### src/rtl/if_fetch_queue_pkg.sv
// Shared constants and types for the instruction-fetch front end.
package if_fetch_queue_pkg;

  localparam int          PC_W             = 32;
  localparam logic [31:0] NOP_INSTR        = 32'h0000_0013;
  localparam logic [31:0] RESET_PC_DEFAULT = 32'h0000_0000;

  // One queued fetch result: PC on top, instruction word below.
  typedef struct packed {
    logic [PC_W-1:0] pc;
    logic [31:0]     instr;
  } fetch_entry_t;

endpackage

### src/rtl/if_fetch_queue_sync_fifo.sv
// Synchronous FIFO with flush; head entry is readable combinationally.
module sync_fifo #(
  parameter int WIDTH = 64,
  parameter int DEPTH = 4
) (
  input  logic                     clk,
  input  logic                     rstn,
  input  logic                     flush,
  input  logic                     push,
  input  logic [WIDTH-1:0]         wdata,
  input  logic                     pop,
  output logic [WIDTH-1:0]         rdata,
  output logic                     full,
  output logic                     empty,
  output logic [$clog2(DEPTH):0]   count
);

  localparam int AW = $clog2(DEPTH);

  logic [WIDTH-1:0] mem_q [DEPTH];
  logic [AW-1:0]    wr_ptr_q, wr_ptr_d;
  logic [AW-1:0]    rd_ptr_q, rd_ptr_d;
  logic [AW:0]      count_q, count_d;
  logic             push_eff, pop_eff;

  assign full     = (count_q == (AW+1)'(DEPTH));
  assign empty    = (count_q == '0);
  assign count    = count_q;
  assign rdata    = mem_q[rd_ptr_q];
  assign push_eff = push && !full && !flush;
  assign pop_eff  = pop && !empty && !flush;

  // Pointer and occupancy next-state; flush discards everything.
  always_comb begin
    wr_ptr_d = wr_ptr_q;
    rd_ptr_d = rd_ptr_q;
    count_d  = count_q;
    if (flush) begin
      wr_ptr_d = '0;
      rd_ptr_d = '0;
      count_d  = '0;
    end else begin
      if (push_eff) wr_ptr_d = wr_ptr_q + AW'(1);
      if (pop_eff)  rd_ptr_d = rd_ptr_q + AW'(1);
      case ({push_eff, pop_eff})
        2'b10:   count_d = count_q + (AW+1)'(1);
        2'b01:   count_d = count_q - (AW+1)'(1);
        default: count_d = count_q;
      endcase
    end
  end

  // Pointer and occupancy registers.
  always_ff @(posedge clk or negedge rstn) begin
    if (!rstn) begin
      wr_ptr_q <= '0;
      rd_ptr_q <= '0;
      count_q  <= '0;
    end else begin
      wr_ptr_q <= wr_ptr_d;
      rd_ptr_q <= rd_ptr_d;
      count_q  <= count_d;
    end
  end

  // Storage array; contents are qualified by count, so no reset needed.
  always_ff @(posedge clk) begin
    if (push_eff) mem_q[wr_ptr_q] <= wdata;
  end

endmodule

### src/rtl/if_fetch_queue.sv
// Instruction-fetch front end: credit-limited sequential fetch, response
// queue toward ID, and redirect handling with stale-response dropping.
module if_fetch_queue
  import if_fetch_queue_pkg::*;
#(
  parameter int          DEPTH    = 4,
  parameter logic [31:0] RESET_PC = RESET_PC_DEFAULT
) (
  input  logic            clk,
  input  logic            rstn,
  output logic            imem_req,
  output logic [PC_W-1:0] imem_addr,
  input  logic            imem_gnt,
  input  logic            imem_rvalid,
  input  logic [31:0]     imem_rdata,
  input  logic            redirect,
  input  logic [PC_W-1:0] redirect_pc,
  output logic            id_valid,
  input  logic            id_ready,
  output logic [31:0]     instr_id_out,
  output logic [PC_W-1:0] pc_id_out
);

  localparam int CW = $clog2(DEPTH) + 1;

  logic [PC_W-1:0] fetch_pc_q, fetch_pc_d;
  logic [PC_W-1:0] resp_pc_q, resp_pc_d;
  logic [CW-1:0]   outstanding_q, outstanding_d;
  logic [CW-1:0]   drop_q, drop_d;
  logic            active_q;

  logic [CW:0]     credit_used;
  logic            grant;
  logic            push, pop;
  logic [PC_W-1:0] redirect_pc_al;
  logic [CW-1:0]   fifo_count;
  logic            fifo_full, fifo_empty;
  fetch_entry_t    fifo_wdata, fifo_head;

  // Requests are held off for the first cycle after reset so imem_req is
  // low while in reset, and whenever queued plus in-flight work fills DEPTH.
  always_comb begin
    credit_used    = {1'b0, fifo_count} + {1'b0, outstanding_q};
    imem_req       = active_q && !redirect && (credit_used < (CW+1)'(DEPTH));
    imem_addr      = fetch_pc_q;
    grant          = imem_req && imem_gnt;
    redirect_pc_al = redirect_pc & ~32'h3;
    push           = imem_rvalid && (drop_q == '0) && !redirect;
    pop            = !fifo_empty && id_ready && !redirect;
    fifo_wdata     = '{pc: resp_pc_q, instr: imem_rdata};
  end

  // PC, credit and drop bookkeeping; redirect overrides everything.
  always_comb begin
    fetch_pc_d    = fetch_pc_q;
    resp_pc_d     = resp_pc_q;
    outstanding_d = outstanding_q;
    drop_d        = drop_q;

    case ({grant, imem_rvalid})
      2'b10:   outstanding_d = outstanding_q + CW'(1);
      2'b01:   outstanding_d = outstanding_q - CW'(1);
      default: outstanding_d = outstanding_q;
    endcase

    if (grant) fetch_pc_d = fetch_pc_q + 32'd4;
    if (push)  resp_pc_d  = resp_pc_q + 32'd4;
    if (imem_rvalid && (drop_q != '0)) drop_d = drop_q - CW'(1);

    // Every response still owed after this cycle belongs to the old path,
    // including one arriving right now.
    if (redirect) begin
      fetch_pc_d = redirect_pc_al;
      resp_pc_d  = redirect_pc_al;
      drop_d     = outstanding_d;
    end
  end

  // Fetch-side state registers.
  always_ff @(posedge clk or negedge rstn) begin
    if (!rstn) begin
      fetch_pc_q    <= RESET_PC;
      resp_pc_q     <= RESET_PC;
      outstanding_q <= '0;
      drop_q        <= '0;
      active_q      <= 1'b0;
    end else begin
      fetch_pc_q    <= fetch_pc_d;
      resp_pc_q     <= resp_pc_d;
      outstanding_q <= outstanding_d;
      drop_q        <= drop_d;
      active_q      <= 1'b1;
    end
  end

  sync_fifo #(
    .WIDTH ($bits(fetch_entry_t)),
    .DEPTH (DEPTH)
  ) u_queue (
    .clk   (clk),
    .rstn  (rstn),
    .flush (redirect),
    .push  (push),
    .wdata (fifo_wdata),
    .pop   (pop),
    .rdata (fifo_head),
    .full  (fifo_full),
    .empty (fifo_empty),
    .count (fifo_count)
  );

  // ID outputs come straight from the queue head, NOP/0 when empty.
  always_comb begin
    id_valid     = !fifo_empty;
    instr_id_out = fifo_empty ? NOP_INSTR : fifo_head.instr;
    pc_id_out    = fifo_empty ? '0 : fifo_head.pc;
  end

  a_counters: assert property (@(posedge clk) disable iff (!rstn)
    (drop_q <= outstanding_q) && (outstanding_q <= CW'(DEPTH)) &&
    (fifo_count <= CW'(DEPTH)));

  a_no_push_full: assert property (@(posedge clk) disable iff (!rstn)
    !(push && fifo_full));

endmodule

### config.mk
export PLATFORM = sky130hd
export DESIGN_NAME = if_fetch_queue
export DESIGN_NICKNAME = d
export VERILOG_FILES = /design/src/rtl/if_fetch_queue_pkg.sv /design/src/rtl/if_fetch_queue_sync_fifo.sv /design/src/rtl/if_fetch_queue.sv
export SDC_FILE = /design/constraint.sdc
export NUM_CORES = 1
export LEC_CHECK = 0
export BUFFER_PORTS_ARGS = -buffer_cell sky130_fd_sc_hd__buf_2
export CORE_UTILIZATION = 45
export DETAILED_ROUTE_END_ITERATION = 10
export MAX_ROUTING_LAYER = met4
export PLACE_DENSITY = 0.67
export SLEW_MARGIN = 20
export SYNTH_ARGS = -nofsm -noshare
export SYNTH_HDL_FRONTEND = slang
export SYNTH_SLANG_ARGS = --single-unit
### constraint.sdc
create_clock -name clk -period 3.45 [get_ports clk]
set_input_delay 0.1725 -clock clk [delete_from_list [all_inputs] [get_ports clk]]
set_output_delay 0.1725 -clock clk [all_outputs]
set_load 0.03 [all_outputs]
==> metrics.txt <==
# TYPE chip_impl_metric gauge
chip_impl_info{name="run_status",value="finished clean"} 1
chip_impl_info{name="synth_ff_type",value="edfxtp_1"} 1
chip_impl_metric{name="postCtsSetupRepairBufs",unit=""} 0
chip_impl_metric{name="routed_wire_length",unit="um"} 28700
chip_impl_metric{name="pin_count",unit=""} 168
chip_impl_metric{name="yosys_warnings",unit=""} 0
chip_impl_metric{name="internal_power",unit="mW"} 7.48
chip_impl_metric{name="nets",unit=""} 1207
chip_impl_metric{name="power.share.switching",unit="%"} 30.1
chip_impl_metric{name="netSwitchingPower",unit="mW"} 3.23
chip_impl_metric{name="synthDominantCellAreaShare",unit="%"} 53.9
chip_impl_metric{name="row_count",unit=""} 63
chip_impl_metric{name="place.detailed.instances",unit=""} 1418
chip_impl_metric{name="finalHoldViolCount",unit=""} 0
chip_impl_metric{name="drt_drc_violations_left",unit=""} 0
chip_impl_metric{name="ys_seq_elements",unit=""} 322
chip_impl_metric{name="maxCapViolCount",unit=""} 0
chip_impl_metric{name="die_area",unit="um^2"} 31400
chip_impl_metric{name="detailed_place_hpwl",unit="um"} 18200
chip_impl_info{name="min-delay-path-class",value="input pin to flip-flop"} 1
chip_impl_info{name="clock_tree.root_cell",value="clkbuf_16"} 1
chip_impl_metric{name="gp_routability_congestion",unit=""} 0.934
chip_impl_metric{name="final_util",unit="%"} 56.2
chip_impl_metric{name="first_iter_violations",unit=""} 486
chip_impl_metric{name="placed_cell_area",unit="um^2"} 15100
chip_impl_metric{name="die_height",unit="um"} 177
chip_impl_metric{name="die_x",unit="um"} 177
chip_impl_info{name="synth_most_common_cell",value="edfxtp_1"} 1
chip_impl_metric{name="power_frac_comb",unit="%"} 23.1
chip_impl_metric{name="layout-drive-gt1-share",unit="%"} 28.2
chip_impl_info{name="yosysTopAreaCell",value="edfxtp_1"} 1
chip_impl_metric{name="layout_worst_path_cycle_share",unit="%"} 78.9
chip_impl_metric{name="layoutNonFillerInstCount",unit=""} 1537
chip_impl_metric{name="async_reset_ff_share",unit="%"} 23.0
chip_impl_info{name="r2r_end",value="u_queue.count[2]"} 1
chip_impl_info{name="crit_path_end_kind",value="flip-flop"} 1
chip_impl_info{name="critical_path_class",value="flip-flop to flip-flop"} 1
chip_impl_metric{name="num_vias",unit=""} 8374
chip_impl_metric{name="cp_data_required_time",unit="ns"} 3.82
chip_impl_info{name="ys_top_cells_by_area",value="edfxtp_1 54%, dfrtp_1 13%, mux4_2 10%"} 1
chip_impl_metric{name="max_clock_freq",unit="MHz"} 367
chip_impl_metric{name="clock_tree.buffer_depth",unit=""} 3
chip_impl_metric{name="avgSynthCellArea",unit="um^2"} 15.4
chip_impl_metric{name="cp_max_fo",unit=""} 17
chip_impl_metric{name="numCtsBuffers",unit=""} 34
chip_impl_metric{name="finalSetupViolCount",unit=""} 0
chip_impl_metric{name="grt.total_usage",unit="%"} 19.4
chip_impl_metric{name="worst_slew_margin_rel",unit="%"} 38.7
chip_impl_info{name="synth.cells.most_frequent",value="248 x edfxtp_1, 74 x dfrtp_1, 66 x and2_1"} 1
chip_impl_metric{name="drt-pass1-iter-count",unit=""} 5
chip_impl_metric{name="finalClockSkew",unit="ns"} 0.0214
chip_impl_metric{name="power_density",unit="nW/um^2"} 637
chip_impl_metric{name="grt_overflow",unit=""} 0
chip_impl_info{name="startpoint_of_the_tightest_hold_check_path",value="redirect_pc[3]"} 1
chip_impl_metric{name="syn_to_layout_area_delta",unit="%"} 21.6
chip_impl_metric{name="initial_antenna_violation_count",unit=""} 0
chip_impl_metric{name="buffer_ports.inserted",unit=""} 161
chip_impl_metric{name="layout_min_cycle_time",unit="ns"} 2.72
chip_impl_metric{name="grt_pass1_wl",unit="um"} 45400
chip_impl_metric{name="combined_area_of_all_synthesized_cells",unit="um^2"} 13800
chip_impl_metric{name="core_region_area",unit="um^2"} 29900
chip_impl_metric{name="grt_start_max_net_pins",unit=""} 65
chip_impl_metric{name="cts_hold_buf",unit=""} 60
chip_impl_metric{name="htree_num_levels",unit=""} 2
chip_impl_metric{name="cts_resized",unit=""} 0
chip_impl_metric{name="final.setup.tns",unit="ns"} 0
chip_impl_info{name="reg_to_reg_start",value="drop_q[0]"} 1
chip_impl_metric{name="cp.arrival",unit="ns"} 3.09
chip_impl_metric{name="seq_power_share",unit="%"} 43.9
chip_impl_metric{name="first_global_vias",unit=""} 8284
chip_impl_info{name="holdPathEnd",value="resp_pc_q[3]"} 1
chip_impl_metric{name="initial_util",unit="%"} 46.2
chip_impl_info{name="worstSetupStartpointType",value="flip-flop"} 1
chip_impl_metric{name="total_leakage_power",unit="nW"} 6.12
chip_impl_metric{name="via_density_per_instance",unit=""} 5.45
chip_impl_metric{name="clock_insertion_delay_at_the_later_pin_of_the_skew_report",unit="ns"} 0.51
chip_impl_metric{name="drv_slew",unit=""} 0
chip_impl_metric{name="syn-instance-count",unit=""} 894
chip_impl_metric{name="worst_slew_pin_slew",unit="ns"} 0.920
chip_impl_metric{name="antenna_left",unit=""} 0
chip_impl_metric{name="synth_cell_type_count",unit=""} 63
chip_impl_metric{name="antennaDiodeCount",unit=""} 0
chip_impl_info{name="clock_tree_from_tritoncts",value="done"} 1
chip_impl_metric{name="clock_sink_count",unit=""} 322
chip_impl_metric{name="r2r_cells",unit=""} 11
chip_impl_metric{name="final_area",unit="um^2"} 16800
chip_impl_info{name="setup_repair_after_global_routing_missed_its_margin",value="no"} 1
chip_impl_metric{name="cts.clk_slew.worst_paths",unit="ns"} 0.06
chip_impl_metric{name="ys_seq_area_share",unit="%"} 67.4
chip_impl_metric{name="wl_per_cell",unit="um"} 18.7
chip_impl_metric{name="power.ir.vdd_worst",unit="uV"} 318
chip_impl_metric{name="min_path_cells",unit=""} 3
chip_impl_metric{name="power.share.clock",unit="%"} 32.9
chip_impl_metric{name="r2r_setup_slk",unit="ns"} 0.73
chip_impl_metric{name="synth-edff-count",unit=""} 248
==> power groups by stage <==
stage	Sequential (mW)	Clock (mW)	Combinational, mW
floorplan	4.76	0	1.73
global placement	4.77	0	2.44
detailed placement	4.78	0	2.47
CTS	4.70	3.59	2.53
global route	4.75	3.73	2.71
finish	4.70	3.52	2.48
==> registers in the layout (all words and copies together) (netlist names) <==
register	flops
active_q	1
drop_q	3
imem_addr	30
outstanding_q	3
resp_pc_q	30
u_queue.count	3
u_queue.mem_q	248
u_queue.rd_ptr_q	2
u_queue.wr_ptr_q	2
==> final cells by class <==
class	instances	area, um^2
fillers	2366	13100
flip-flops and latches	322	9300
multi-input cells	504	4230
repair buffers	240	1610
clock buffers	43	895
well taps	390	488
clock inverters	16	186
inverters	22	82.6
==> per-layer routing <==
layer	vias to the layer above	wire length (um)	part of all wire [%]	global-route usage (%)
met1	4135	13100	45	26.7
met4	0	448	1.6	4.38
li1	3898	-	-	-
met3	44	1810	6.3	3.18
met5	-	0	0	-
met2	297	13400	47	30.5
==> worst max-delay path by stage <==
stage | from | end | slack, ns
after floorplan | drop_q[0] | u_queue.mem_q[2][0] | 0.003
after global placement | drop_q[0] | u_queue.count[2] | 0.78
after detailed placement | drop_q[0] | u_queue.count[2] | 0.71
after CTS | drop_q[0] | u_queue.count[2] | 0.70
after global routing | drop_q[0] | u_queue.count[2] | 0.40
final | drop_q[0] | u_queue.count[2] | 0.73
==> placed cells by master, fill, tap and decap left out, drive strengths merged, types with 9 or more instances in the layout <==
cell type	instances
nand2	59
ha	11
nor2	30
o311ai	9
a31oi	10
o21ai	41
clkbuf	43
o211ai	9
dlygate4sd3	60
nor3	16
mux4	62
and3	13
nand3	32
xnor2	24
inv	24
buf	180
and2	66
nand4	24
dfrtp	74
xor2	16
edfxtp	248
==> cells by family after synthesis <==
kind of cell | after synthesis | share of synthesized area (%)
other cells | 2 | 0.0544
fa+ha+maj | 13 | 1.29
buf+inv | 71 | 2.15
compound gates | 95 | 4.40
xor+xnor | 40 | 2.54
simple gates | 279 | 11.3
flops | 322 | 67.4
mux | 72 | 10.9
==> stage by stage <==
stage          setup WS [ns]  hold slack (ns)  power (mW)
2_1_floorplan        0.00275           -0.123        6.49
3_3_place_gp           0.777            0.358        7.21
3_5_place_dp           0.706            0.363        7.25
4_1_cts                0.696          0.00122        10.8
5_1_grt                0.405           0.0383        11.2
6_report               0.728           0.0264        10.7
==> critical path, stage by stage, from the launching register on <==
cell and delay [ns]:
dfrtp_1 0.36, inv_1 0.11, ha_1 0.22, nand3b_1 0.27, nor3_2 0.22, buf_4 0.22, nor3_1 0.08, fa_1 0.44
nand2_1 0.10, nor3_1 0.04, a2111oi_0 0.45, nand2_1 0.09
No activity file was read; power rests on OpenSTA's default activity.
